## config.mk

```make
export PLATFORM = sky130hd
export DESIGN_NAME = fb_rd_ctrl_flat
export DESIGN_NICKNAME = d
export VERILOG_FILES = /design/src/rtl/fb_rd_ctrl_if.sv /design/src/rtl/fb_rd_ctrl.sv /design/src/flat_wrapper.sv
export SDC_FILE = /design/constraint.sdc
export NUM_CORES = 1
export LEC_CHECK = 0
export CAP_MARGIN = 20
export CORE_MARGIN = 2
export CORE_UTILIZATION = 48
export DETAILED_ROUTE_END_ITERATION = 8
export GPL_TIMING_DRIVEN = 0
export PLACE_DENSITY = 0.81
export SETUP_SLACK_MARGIN = 0.02
export SYNTH_ARGS = -nofsm -noshare
export SYNTH_HDL_FRONTEND = slang
export SYNTH_SLANG_ARGS = --single-unit
export TNS_END_PERCENT = 100
```

## constraint.sdc

```tcl
create_clock -name clk -period 2.5 [get_ports clk]
set_input_delay 0.25 -clock clk [delete_from_list [all_inputs] [get_ports clk]]
set_output_delay 0.25 -clock clk [all_outputs]
set_load 0.02 [all_outputs]
```

## src/rtl/fb_rd_ctrl_if.sv

```systemverilog
`default_nettype none
// ============================================================================
// Module      : fb_rd_ctrl_if
// Description : Bus bundle for the frame-buffer read controller. It carries
//               the read port towards data_mem and the valid/ready output
//               stream towards the downstream consumer.
//
//   Signals
//     rd_en      read strobe to data_mem            (controller -> memory)
//     rd_addr    read address to data_mem           (controller -> memory)
//     rd_data    read data, one cycle after rd_en   (memory -> controller)
//     out_data   streamed word                      (controller -> sink)
//     out_valid  out_data valid                     (controller -> sink)
//     out_ready  sink accepts the word              (sink -> controller)
//     out_last   final word of a frame              (controller -> sink)
//
//   Modports
//     master     the controller side
//     slave      the memory / sink side
//
// Revision    : 1.0 - initial release
// ============================================================================

interface fb_rd_ctrl_if #(
  parameter int DATA_WIDTH = 16,
  parameter int ADDR_WIDTH = 3
);

  logic                  rd_en;
  logic [ADDR_WIDTH-1:0] rd_addr;
  logic [DATA_WIDTH-1:0] rd_data;
  logic [DATA_WIDTH-1:0] out_data;
  logic                  out_valid;
  logic                  out_ready;
  logic                  out_last;

  modport master (
    output rd_en,
    output rd_addr,
    input  rd_data,
    output out_data,
    output out_valid,
    input  out_ready,
    output out_last
  );

  modport slave (
    input  rd_en,
    input  rd_addr,
    output rd_data,
    input  out_data,
    input  out_valid,
    output out_ready,
    input  out_last
  );

endinterface

`default_nettype wire

```

## src/rtl/fb_rd_ctrl.sv

```systemverilog
`default_nettype none
// ============================================================================
// Module      : fb_rd_ctrl
// Description : Frame-buffer read controller. On a start pulse it reads
//               FRAME_LEN consecutive words from a one-cycle-latency memory
//               (addresses 0..FRAME_LEN-1) and streams them out over a
//               valid/ready interface, marking the final word with out_last
//               and pulsing frame_done after it has transferred.
//
//   Parameters
//     DATA_WIDTH  word width in bits
//     ADDR_WIDTH  memory address width in bits
//     FRAME_LEN   words per frame, 1..2**ADDR_WIDTH
//
//   Ports
//     clk         clock, rising edge
//     reset       synchronous active-high reset
//     start       one-cycle pulse requesting a frame read-out (IDLE only)
//     busy        high from the cycle after an accepted start until the
//                 last word of the frame has transferred
//     frame_done  one-cycle pulse the cycle after the last-word transfer
//     bus         fb_rd_ctrl_if.master (memory read port + output stream)
//
//   Build option
//     FB_RD_CTRL_WRAP_EN  when defined, the read-out wraps back to address 0
//                         after FRAME_LEN-1 and keeps streaming frames until
//                         reset; out_last and frame_done still mark every
//                         frame boundary. When undefined the controller is
//                         single-shot and contains no wrap logic.
//
// Revision    : 1.0 - initial release
// ============================================================================

module fb_rd_ctrl #(
  parameter int DATA_WIDTH = 16,
  parameter int ADDR_WIDTH = 3,
  parameter int FRAME_LEN  = 8
) (
  input  wire          clk,
  input  wire          reset,
  input  wire          start,
  output logic         busy,
  output logic         frame_done,
  fb_rd_ctrl_if.master bus
);

  // --------------------------------------------------------------------------
  // Elaboration-time parameter sanity check
  // --------------------------------------------------------------------------
  generate
    if ((FRAME_LEN < 1) || (FRAME_LEN > (1 << ADDR_WIDTH))) begin : g_bad_frame_len
      $error("fb_rd_ctrl: FRAME_LEN must lie in 1..2**ADDR_WIDTH");
    end
  endgenerate

  localparam logic [ADDR_WIDTH-1:0] c_last_addr = ADDR_WIDTH'(FRAME_LEN - 1);

  // --------------------------------------------------------------------------
  // State encoding
  //   S_IDLE  : waiting for start
  //   S_READ  : addresses still to be issued
  //   S_DRAIN : every address issued, words still to leave the buffer
  // --------------------------------------------------------------------------
  typedef enum logic [1:0] {
    S_IDLE  = 2'd0,
    S_READ  = 2'd1,
    S_DRAIN = 2'd2
  } state_t;

  state_t                r_state;
  logic [ADDR_WIDTH-1:0] r_addr;
  logic                  r_busy;
  logic                  r_frame_done;

  // One read may be in flight: r_inflight means rd_data carries a word this
  // cycle, r_inflight_last tags it as the final word of a frame.
  logic                  r_inflight;
  logic                  r_inflight_last;

  // Two-entry output buffer kept as a tiny shift register: entry 0 is the
  // head, entry 1 only ever holds a word while entry 0 is occupied.
  logic [1:0]            r_cnt;
  logic [DATA_WIDTH-1:0] r_buf0;
  logic [DATA_WIDTH-1:0] r_buf1;
  logic                  r_last0;
  logic                  r_last1;

  logic                  w_pop;
  logic                  w_push;
  logic                  w_rd_en;
  logic                  w_issue_last;
  logic [2:0]            w_level;

  // --------------------------------------------------------------------------
  // Output stream
  // With the buffer empty the returning memory word is presented directly,
  // which gives the two-cycle start-to-valid latency. If that word is not
  // accepted it is pushed into the buffer and re-presented from entry 0 on
  // the next cycle, so the visible value does not change while stalled.
  // --------------------------------------------------------------------------
  always_comb begin
    bus.out_valid = (r_cnt != 2'd0) || r_inflight;
    bus.out_data  = '0;
    bus.out_last  = 1'b0;
    if (r_cnt != 2'd0) begin
      bus.out_data = r_buf0;
      bus.out_last = r_last0;
    end else if (r_inflight) begin
      bus.out_data = bus.rd_data;
      bus.out_last = r_inflight_last;
    end
  end

  assign w_pop = bus.out_valid & bus.out_ready;

  // The returning word only needs storage when it is not leaving right away
  // through the bypass path.
  assign w_push = r_inflight & ~((r_cnt == 2'd0) & w_pop);

  // Words held or in flight once this cycle's transfer is accounted for.
  // A new read is issued only if it still fits in the two-entry buffer.
  assign w_level = {1'b0, r_cnt} + {2'b00, r_inflight} - {2'b00, w_pop};

  assign w_rd_en      = (r_state == S_READ) && (w_level < 3'd2);
  assign w_issue_last = w_rd_en && (r_addr == c_last_addr);

  assign bus.rd_en   = w_rd_en;
  assign bus.rd_addr = r_addr;
  assign busy        = r_busy;
  assign frame_done  = r_frame_done;

  // --------------------------------------------------------------------------
  // Read tracking and output buffer
  // --------------------------------------------------------------------------
  always_ff @(posedge clk) begin
    if (reset) begin
      // Clearing r_inflight also discards any word still returning from a
      // read that was issued before the reset.
      r_inflight      <= 1'b0;
      r_inflight_last <= 1'b0;
      r_cnt           <= 2'd0;
      r_buf0          <= '0;
      r_buf1          <= '0;
      r_last0         <= 1'b0;
      r_last1         <= 1'b0;
    end else begin
      r_inflight      <= w_rd_en;
      r_inflight_last <= w_issue_last;

      case (r_cnt)
        2'd0: begin
          if (w_push) begin
            r_buf0  <= bus.rd_data;
            r_last0 <= r_inflight_last;
            r_cnt   <= 2'd1;
          end
        end
        2'd1: begin
          if (w_pop && w_push) begin
            r_buf0  <= bus.rd_data;
            r_last0 <= r_inflight_last;
          end else if (w_pop) begin
            r_cnt <= 2'd0;
          end else if (w_push) begin
            r_buf1  <= bus.rd_data;
            r_last1 <= r_inflight_last;
            r_cnt   <= 2'd2;
          end
        end
        default: begin
          // Full: a push can only coincide with a pop here, since the issue
          // throttle never lets a third word be requested.
          if (w_pop) begin
            r_buf0  <= r_buf1;
            r_last0 <= r_last1;
            if (w_push) begin
              r_buf1  <= bus.rd_data;
              r_last1 <= r_inflight_last;
            end else begin
              r_cnt <= 2'd1;
            end
          end
        end
      endcase
    end
  end

  // --------------------------------------------------------------------------
  // Control FSM
  // --------------------------------------------------------------------------
  always_ff @(posedge clk) begin
    if (reset) begin
      r_state      <= S_IDLE;
      r_addr       <= '0;
      r_busy       <= 1'b0;
      r_frame_done <= 1'b0;
    end else begin
      r_frame_done <= w_pop & bus.out_last;

      case (r_state)
        S_IDLE: begin
          if (start) begin
            r_state <= S_READ;
            r_addr  <= '0;
            r_busy  <= 1'b1;
          end
        end

        S_READ: begin
          if (w_rd_en) begin
            if (r_addr == c_last_addr) begin
              // Address returns to 0, ready for the next frame.
              r_addr <= '0;
`ifdef FB_RD_CTRL_WRAP_EN
              r_state <= S_READ;
`else
              r_state <= S_DRAIN;
`endif
            end else begin
              r_addr <= r_addr + 1'b1;
            end
          end
        end

        S_DRAIN: begin
          if (w_pop && bus.out_last) begin
            r_state <= S_IDLE;
            r_busy  <= 1'b0;
          end
        end

        default: begin
          r_state <= S_IDLE;
          r_busy  <= 1'b0;
        end
      endcase
    end
  end

endmodule

`default_nettype wire

```

## src/flat_wrapper.sv

```systemverilog
// flat-port wrapper written by rule: the top's interface ports become plain ports
module fb_rd_ctrl_flat 
#(
  parameter int DATA_WIDTH = 16,
  parameter int ADDR_WIDTH = 3,
  parameter int FRAME_LEN  = 8
)
  (clk, reset, start, busy, frame_done, bus_rd_en, bus_rd_addr, bus_rd_data, bus_out_data, bus_out_valid, bus_out_ready, bus_out_last);
  fb_rd_ctrl_if #(.DATA_WIDTH(DATA_WIDTH), .ADDR_WIDTH(ADDR_WIDTH)) bus_i ();
  input  wire clk;
  input  wire reset;
  input  wire start;
  output logic busy;
  output logic frame_done;
  output wire logic [$bits(bus_i.rd_en)-1:0] bus_rd_en;
  output wire logic [$bits(bus_i.rd_addr)-1:0] bus_rd_addr;
  input wire logic [$bits(bus_i.rd_data)-1:0] bus_rd_data;
  output wire logic [$bits(bus_i.out_data)-1:0] bus_out_data;
  output wire logic [$bits(bus_i.out_valid)-1:0] bus_out_valid;
  input wire logic [$bits(bus_i.out_ready)-1:0] bus_out_ready;
  output wire logic [$bits(bus_i.out_last)-1:0] bus_out_last;
  assign bus_rd_en = bus_i.rd_en;
  assign bus_rd_addr = bus_i.rd_addr;
  assign bus_i.rd_data = bus_rd_data;
  assign bus_out_data = bus_i.out_data;
  assign bus_out_valid = bus_i.out_valid;
  assign bus_i.out_ready = bus_out_ready;
  assign bus_out_last = bus_i.out_last;
  fb_rd_ctrl #(.DATA_WIDTH(DATA_WIDTH), .ADDR_WIDTH(ADDR_WIDTH), .FRAME_LEN(FRAME_LEN)) u_core (.clk(clk), .reset(reset), .start(start), .busy(busy), .frame_done(frame_done), .bus(bus_i));
endmodule
```

# Word-level counts from Yosys, hierarchy flattened

Cells that the tools add are included.

Bits in registers: 45
Input bits: 20
Output and inout port bits: 24
Logic and storage cells: 94

Add/sub/neg operators: 3
Magnitude comparators: 1
Equal/unequal tests: 14
Muxes and demuxes: 41
Bitwise operators: 7
Reduce and logical (&&, ||, !) cells: 17

Operators by type and width:

| cell                                                        | number |
|---|---|
| 2-to-1 mux 16 bit                                           | 9 |
| case mux 16 bit (2 select lines)                            | 2 |
| 2-to-1 mux 2 bit                                            | 10 |
| 2-to-1 mux 1 bit                                            | 11 |
| 2-to-1 mux 3 bit                                            | 3 |
| AND reduction 3 bit                                         | 3 |
| inequality test 2 x 1 -> 1 bit (second input constant)      | 4 |
| inequality test 2 bit (second input constant)               | 4 |
| AND reduction 4 bit                                         | 2 |
| case mux 2 bit (3 select lines)                             | 1 |
| case mux 3 bit (2 select lines)                             | 1 |
| nonzero test 2 bit                                          | 3 |
| AND reduction 5 bit                                         | 1 |
| AND 1 bit                                                   | 4 |
| equality test 2 x 1 -> 1 bit (second input constant)        | 2 |
| logical AND 1 bit                                           | 4 |
| logical NOT 2 bit                                           | 2 |
| case mux 1 bit (2 select lines)                             | 2 |
| case mux 2 bit (2 select lines)                             | 1 |
| adder 2 x 1 -> 3 bit                                        | 1 |
| adder 3 x 1 -> 3 bit (second input constant)                | 1 |
| equality test 3 bit (second input constant)                 | 1 |
| less-than comparator 3 x 2 -> 1 bit (second input constant) | 1 |
| inequality test 3 x 1 -> 1 bit (second input constant)      | 1 |
| 7 further kinds                                             | 9 |

# Logic depth before layout (Yosys ltp)

Gate-level depths: netlist (run 1).

Word-level depth: 10
Mapped depth: 8
Mapped depth without buffers: 6

# Worst setup path before layout (run 1)

Ideal clock, no wire load.

Path type: register to output
Start: reg u_core.r_cnt[1]
End: out bus_rd_en
Arrival: 1.928 ns
Required time: 2.250 ns
Slack: 0.322 ns
Cell stages (with the launch flop): 9
Path buffers: 2
Cells stage by stage: dfxtp_1 -> buf_2 -> or2_2 -> clkbuf_1 -> nor2b_1 -> fa_1 -> xnor2_1 -> nand3_1 -> inv_1

Word-level cells in the longest chain between the ends: 6
Elaborated cells on any way between the ends: 7
Classes of those cells: 2 x add/sub; 1 x order compare; 1 x bitwise; 3 x reduce/logical

Ends and longest elaborated chain:

| what                                  | line               | RTL |
|---|---|---|
| from (decl)                           | fb_rd_ctrl.sv:82   | `logic [1:0] r_cnt;` |
| from (signal assigned)                | fb_rd_ctrl.sv:141  | `r_cnt <= 2'd0;` |
| from (signal assigned)                | fb_rd_ctrl.sv:155  | `r_cnt <= 2'd1;` |
| from (signal assigned)                | fb_rd_ctrl.sv:163  | `r_cnt <= 2'd0;` |
| nonzero test 2 bit                    | fb_rd_ctrl.sv:102  | `bus.out_valid = (r_cnt != 2'd0) \|\| r_inflight;` |
| logical OR 1 bit                      | fb_rd_ctrl.sv:102  |  |
| AND 1 bit                             | fb_rd_ctrl.sv:114  | `assign w_pop = bus.out_valid & bus.out_ready;` |
| subtractor 3 x 1 -> 3 bit *           | fb_rd_ctrl.sv:122  | `assign w_level = {1'b0, r_cnt} + {2'b00, r_inflight} - {2'b00, w_pop};` |
| less-than comparator 3 x 2 -> 1 bit * | fb_rd_ctrl.sv:124  | `assign w_rd_en = (r_state == S_READ) && (w_level < 3'd2);` |
| logical AND 1 bit *                   | fb_rd_ctrl.sv:124  |  |
| to (decl)                             | flat_wrapper.sv:15 | `output wire logic [$bits(bus_i.rd_en)-1:0] bus_rd_en;` |

Mark *: on every way between the ends. The rest lies on a longest branch, timed or not.

# Final worst setup path (run 1)

Same ends and word-level chain as after synthesis.

==> results of run 1 <==
[logic make-up after synthesis]
kind of cell,Yosys count,synth area share (%)
multiplexers,54,23.3
adder cells (fa/ha/maj),3,1.87
XOR/XNOR,2,0.727
buffers and inverters,27,5.86
AND/OR/NAND/NOR,131,23.9
flip-flops,45,37.4
AO/OA/AOI/OAI,28,6.95
[through the flow]
stage	total power, mW	utilization [%]
6_report	1.52	64.4
5_1_grt	1.58	64.4
4_1_cts	1.52	63.9
3_5_place_dp	0.987	61.1
3_3_place_gp	0.983	61.1
2_1_floorplan	0.886	-
[tightest hold or removal path, stage by stage, from the launching register on]
cell and delay, ns:
dfxtp_1 0.31, nand2_1 0.05, mux2i_1 0.05
[cells in the final DEF (no fill, tap or decap), types with 2 or more instances in the layout]
master and instances:
nand2_1 94, dfxtp_1 45, mux2i_1 37, clkdlybuf4s50_1 37, o21ai_0 18, mux2_2 13
nor2_1 9, nor2b_1 8, clkbuf_1 8, buf_4 6, clkbuf_8 5, dlymetal6s2s_1 5
inv_1 4, mux2_1 4, clkbuf_2 3, buf_2 3, nand3_1 3, buf_6 2
nand2b_1 2, nor3b_1 2, and2_1 2, o21a_1 2, a21boi_0 2, nand3b_1 2
nor3_1 2, ha_1 2
[flip-flops by register name, summed over array words and instances, names as in the netlist]
register	flops
u_core.frame_done	1
u_core.r_state	2
u_core.r_inflight	1
u_core.r_cnt	2
u_core.r_buf0	16
u_core.r_inflight_last	1
u_core.r_buf1	16
u_core.busy	1
u_core.r_last0	1
u_core.r_last1	1
u_core.bus.rd_addr	3
[power by group through the flow]
stage | sequential, mW | clock, mW | combinational (mW)
floorplan | 0.761 | 0 | 0.125
global placement | 0.758 | 0 | 0.225
detailed placement | 0.758 | 0 | 0.229
CTS | 0.741 | 0.542 | 0.235
global route | 0.744 | 0.576 | 0.256
finish | 0.741 | 0.541 | 0.236
[routing by layer]
layer,routed length [um],global-route usage [%]
met5,0,0
met4,80,7.94
met3,210,4.15
met2,2780,36.6
met1,2730,29.1
[timing repair]
item / in CTS / in global routing
resized for setup: 13 / 13
setup buffers: 2 / 0
pin swaps: 2 / 2
setup endpoints to repair: 17 / 19
[area by class of cell]
| class | count | area, um2 |
|---|---|---|
| fill | 410 | 1700 |
| tap | 67 | 83.8 |
| sequential | 45 | 901 |
| clock inverter | 2 | 35.0 |
| buffer | 21 | 133 |
| multi-input combinational | 218 | 1390 |
| clock buffer | 5 | 68.8 |
| timing repair buffer | 45 | 455 |
| inverter | 5 | 18.8 |
[worst min path at each step]
stage                             startpoint                       endpoint  slack [ns]  cells past startpoint
2_1_floorplan                 bus_rd_data[0]  u_core.r_buf1[0]$_SDFFE_PP0P_        0.39                      2
3_3_place_gp   u_core.r_buf1[2]$_SDFFE_PP0P_  u_core.r_buf1[2]$_SDFFE_PP0P_        0.44                      2
3_5_place_dp   u_core.r_buf0[1]$_SDFFE_PP0P_  u_core.r_buf0[1]$_SDFFE_PP0P_        0.45                      2
4_1_cts        u_core.r_buf0[1]$_SDFFE_PP0P_  u_core.r_buf0[1]$_SDFFE_PP0P_        0.46                      2
5_1_grt        u_core.r_buf0[3]$_SDFFE_PP0P_  u_core.r_buf0[3]$_SDFFE_PP0P_        0.47                      2
6_report       u_core.r_buf1[3]$_SDFFE_PP0P_  u_core.r_buf1[3]$_SDFFE_PP0P_        0.46                      2
==> metrics, run 1 <==
Synth Cell Area 2410 um2; Tmin final about 2.4 ns; type of origin of the critical path flip-flop; Critical Path AT 2.11 ns; Synth Register Bits 45; FF-to-FF path depth 8; top cell type's share of synthesized area 37.4%; Vias about 2,100; main area contributors after synthesis dfxtp_1, mux2i_1, nand2_1; max frequency 424 MHz; outcome completed; vias in the first global route between 2,000 and 2,500; most common cell in the netlist nand2_1; die height approximately 75 um; global route total overflow 0; share of power burned in the clock network a little over a third; DR DRC count 0; Std-Cell Rows 25; Critical Path Sink bus_rd_en; DR vias/cell 5.20; hold slack 0.458 ns; H-tree levels 2; Net Switching 384 uW; first-pass GRT wire length 9.55 mm; Layout Cells excl Fill 408; top_reg_cell synth dfxtp_1; PortBufs 43; Max stage delay on crit path 0.37 ns; largest net degree at the start of global routing 14; Design Area, Final 3080 um2; Slew @ Worst Pin 0.519 ns; initial drt markers roughly 110; Power Density 493 nW/um2; area delta synth->final 27.8%; final wirelength 5.80 mm; Internal Power 1.13 mW; Setup Skew ~0.011 ns; reg2reg end u_core.bus.rd_addr[0]$_SDFFE_PP0P_; Worst-path clk slew 0.08 ns; RSZ-0062 raised after global routing yes; placed cell count 400; GRT Util Overall 22.2%; final setup vio count 0; Top-Level Pins 44; max_slew headroom 65.4%; hold_buf cts 0; CTS Sinks 45; Leak Pwr ~1.2 nW; Worst IR Drop VDD about 340 uV; CTS tree yes; CP cell instances buf_4, or2_4, nor2b_1, fa_2, xnor2_2, nand3_2, inv_1, buf_4; die area 5610 um2; Hold Crit Class flip-flop to flip-flop; setup TNS 0 ns; routability cong. 0.786; Skew-Pair Late Insertion Delay 0.30 ns; period utilization 94.3%; synth cell count leaders nand2_1, dfxtp_1, mux2i_1; most used cell, CP buf_4; Post-synth EDFFs 0; Reg2Reg Setup Slack between 0.15 and 0.2 ns; max cap viols 0; hpwl dp roughly 4 mm; Slowest cell on crit path fa_2; DRT antenna net count 0; Crit Path Max Fanout 9; Final Hold Viols 0; initial antenna violation count 0; cell type with the largest total area after synthesis dfxtp_1; core area 4790 um2; layout cell share with drive strength beyond 1 around 13%; DR pass1 iterations 4; asr flop ratio synth 0%; reg2reg start u_core.r_cnt[1]$_SDFFE_PP0P_; pre-CTS WS -0.437 ns; Top delay family on crit path simple AND/OR/NAND/NOR gates; cell area after placement 2930 um2; Buf+Inv Stages, Crit Path 3; Antenna Cells 0; synthesis warning total 0; routed len/inst 14.2 um; Netlist cell types 39; initial core utilization roughly 50%; Worst path depth 8; fin nets ~360; Max Root-Sink Buffers 2; Clock Root Buffer clkbuf_8; cells after synthesis 290; post-route setup slack 0.142 ns; Mean Syn Cell Area 8.31 um2; critical path class flip-flop to output pin; Crit. End Element output pin; Comb pwr share between 10% and 20%; Sequential Power Share 48.8%; Die X 74.9 um; Sw Share 25.3%; Post-Syn Nets 313; CTS Buf Count 5; max-slew violation count 0; sequential area share after synthesis 37.4%; CP required 2.25 ns; crit path launch u_core.r_cnt[1]$_SDFFE_PP0P_
Power figures use the tool's default switching activity.
==> inputs of run 2 (changes only) <==
--- a/config.mk
+++ b/config.mk
@@ -9,8 +9,7 @@
 export CORE_MARGIN = 2
 export CORE_UTILIZATION = 48
 export DETAILED_ROUTE_END_ITERATION = 8
-export GPL_TIMING_DRIVEN = 0
-export PLACE_DENSITY = 0.81
+export PLACE_DENSITY = 0.72
 export SETUP_SLACK_MARGIN = 0.02
 export SYNTH_ARGS = -nofsm -noshare
 export SYNTH_HDL_FRONTEND = slang
==> run 2 against run 1 <==
Compared with the run above:
- wire length fell by 18%
- sequential share of layout area rose by 0.63 points
- global-route usage fell by 3.3 points
- die area did not move
- clock skew fell by 0.0077 ns
- largest cell class unchanged
- critical path depth fell by 1
==> metrics, run 2 (same netlist as run 1, synthesis figures left out) <==
outcome completed; Tmin final 2.26 ns; met2 usage 31.2%; Filler cells 440; initial antenna violation count 0; Die X 74.9 um; DR vias/cell 4.91; Std-Cell Rows 25; initial core utilization 50.4%; type of origin of the critical path flip-flop; fin nets 355; first-pass GRT wire length just over 8 mm; CP cell instances or2_2, nor2b_1, fa_1, xnor2_1, nand3_1, inv_1, clkbuf_2; FF-to-FF path depth 8; GR peak layer met2; die area about 5600 um2; DR pass1 iterations 4; GRT Util Overall 18.9%; max-slew violation count 0; layout cell share with drive strength beyond 1 about an eighth; Worst IR Drop VDD between 300 and 400 uV; DR DRC count 0; Antenna Cells 0; pre-CTS WS -0.154 ns; met1 usage 24.4%; hold_buf cts 0; hpwl dp 3.10 mm; Critical Path AT between 2 and 2.5 ns; Critical Path Sink bus_rd_en; max_slew headroom 61.0%; Buf+Inv Stages, Crit Path 2; die height about 75 um; Top-Level Pins 44; Reg2Reg Setup Slack ~0.48 ns; reg2reg end u_core.bus.rd_addr[1]$_SDFFE_PP0P_; Top delay family on crit path simple AND/OR/NAND/NOR gates; Setup Skew 0.00317 ns; crit path launch u_core.r_cnt[0]$_SDFFE_PP0P_; Vias 1,964; CTS Buf Count 5; routed len/inst 11.9 um; final setup vio count 0; max frequency 442 MHz; Leak Pwr 1.12 nW; met3 usage 4.95%; Crit Path Max Fanout 2; core area 4790 um2; Max stage delay on crit path roughly 0.4 ns; period utilization 90.5%; Slowest cell on crit path fa_1; PortBufs between 40 and 50; Hold Crit Class flip-flop to flip-flop; vias in the first global route about 1,800; post-route setup slack 0.239 ns; DRT antenna net count 0; max cap viols 0; H-tree levels 2; commonest non-fill, non-tap cell in the layout nand2_1; initial drt markers approximately 110; Worst path depth 7; Power Density 485 nW/um2; area delta synth->final 25.1%; CP required 2.25 ns; origin of the worst min-delay path u_core.r_buf1[9]$_SDFFE_PP0P_; critical path class flip-flop to output pin; routability cong. a little over 0.7; global route total overflow 0; Clock Root Buffer clkbuf_8; Max Root-Sink Buffers 2; Skew-Pair Late Insertion Delay 0.30 ns; Crit. End Element output pin; Worst-path clk slew 0.08 ns; CTS tree yes; reg2reg start u_core.r_cnt[0]$_SDFFE_PP0P_; Final Hold Viols 0; Slew @ Worst Pin about 0.59 ns; largest net degree at the start of global routing 65; CTS Sinks 45; RSZ-0062 raised after global routing no; most frequent cells in the layout nand2_1, dfxtp_1, clkdlybuf4s50_1; hold slack 0.458 ns; final wirelength 4.77 mm
## run 2: cell count changes in the layout (fill, tap and decap cells not counted), moves of 2 or more
cell             before  now
dlymetal6s2s_1        5    0
clkdlybuf4s50_1      37   42
buf_4                 6   13
buf_6                 2    0
clkbuf_1              8    0
clkbuf_8              5    7
clkbuf_2              3    1
buf_2                 3    0
## run 2: report_power, final
group	internal, mW	leakage [nW]	switching, mW
Sequential	0.732	0.364	0.00973
Combinational	0.110	0.700	0.113
Clock	0.250	0.0542	0.249
Total	1.09	1.12	0.372
## run 2: layout make-up
class	count	area, um2	area share [%]
clock buffer	7	96.3	3.19
clock inverter	1	5.00	0.166
inverter	5	18.8	0.622
multi-input combinational	218	1370	45.4
sequential	45	901	29.9
tap	67	83.8	2.78
timing repair buffer	57	543	18.0
## run 2: what timing repair did
| item | in CTS | in global routing |
|---|---|---|
| buffers inserted | 0 | 0 |
| endpoints found under the setup margin | 1 | 1 |
| gates resized for setup | 1 | 2 |
| hold endpoints to repair | 0 | 0 |
## run 2: per-stage QoR
stage	area [um2]	utilization [%]	std cells	TNS (ns)	power [mW]
2_1_floorplan	2410	-	290	0	0.886
3_3_place_gp	2920	61.0	392	-0.159	0.982
3_5_place_dp	2920	61.0	392	-0.154	0.983
4_1_cts	3020	63.1	400	0	1.48
5_1_grt	3020	63.0	400	0	1.53
6_report	3020	63.0	400	0	1.46
## run 2: worst reg2reg max path: stages (launching register included)
cell	delay (ns)
dfxtp_1	0.31
or2_2	0.30
nor2b_1	0.15
fa_1	0.40
xnor2_1	0.14
buf_4	0.15
a31oi_1	0.17
buf_4	0.16
mux2i_1	0.17
## run 2: routing by layer
layer  vias to the layer above  routed length [um]  part of all wire (%)
met5                         -                   0                     0
met4                         0                  61                   1.3
met3                         5                 182                   3.8
met2                        29                2190                    46
met1                       886                2330                    49
li1                       1044                   -                     -
## run 2: worst min-delay path by stage
| stage | depth (start not counted) | end | slack (ns) |
|---|---|---|---|
| 3_5_place_dp | 2 | u_core.r_buf1[4]$_SDFFE_PP0P_ | 0.45 |
| 2_1_floorplan | 2 | u_core.r_buf1[0]$_SDFFE_PP0P_ | 0.39 |
| 4_1_cts | 2 | u_core.r_buf1[15]$_SDFFE_PP0P_ | 0.46 |
| 5_1_grt | 2 | u_core.r_buf0[5]$_SDFFE_PP0P_ | 0.47 |
| 6_report | 2 | u_core.r_buf1[9]$_SDFFE_PP0P_ | 0.46 |
| 3_3_place_gp | 2 | u_core.r_buf1[0]$_SDFFE_PP0P_ | 0.44 |
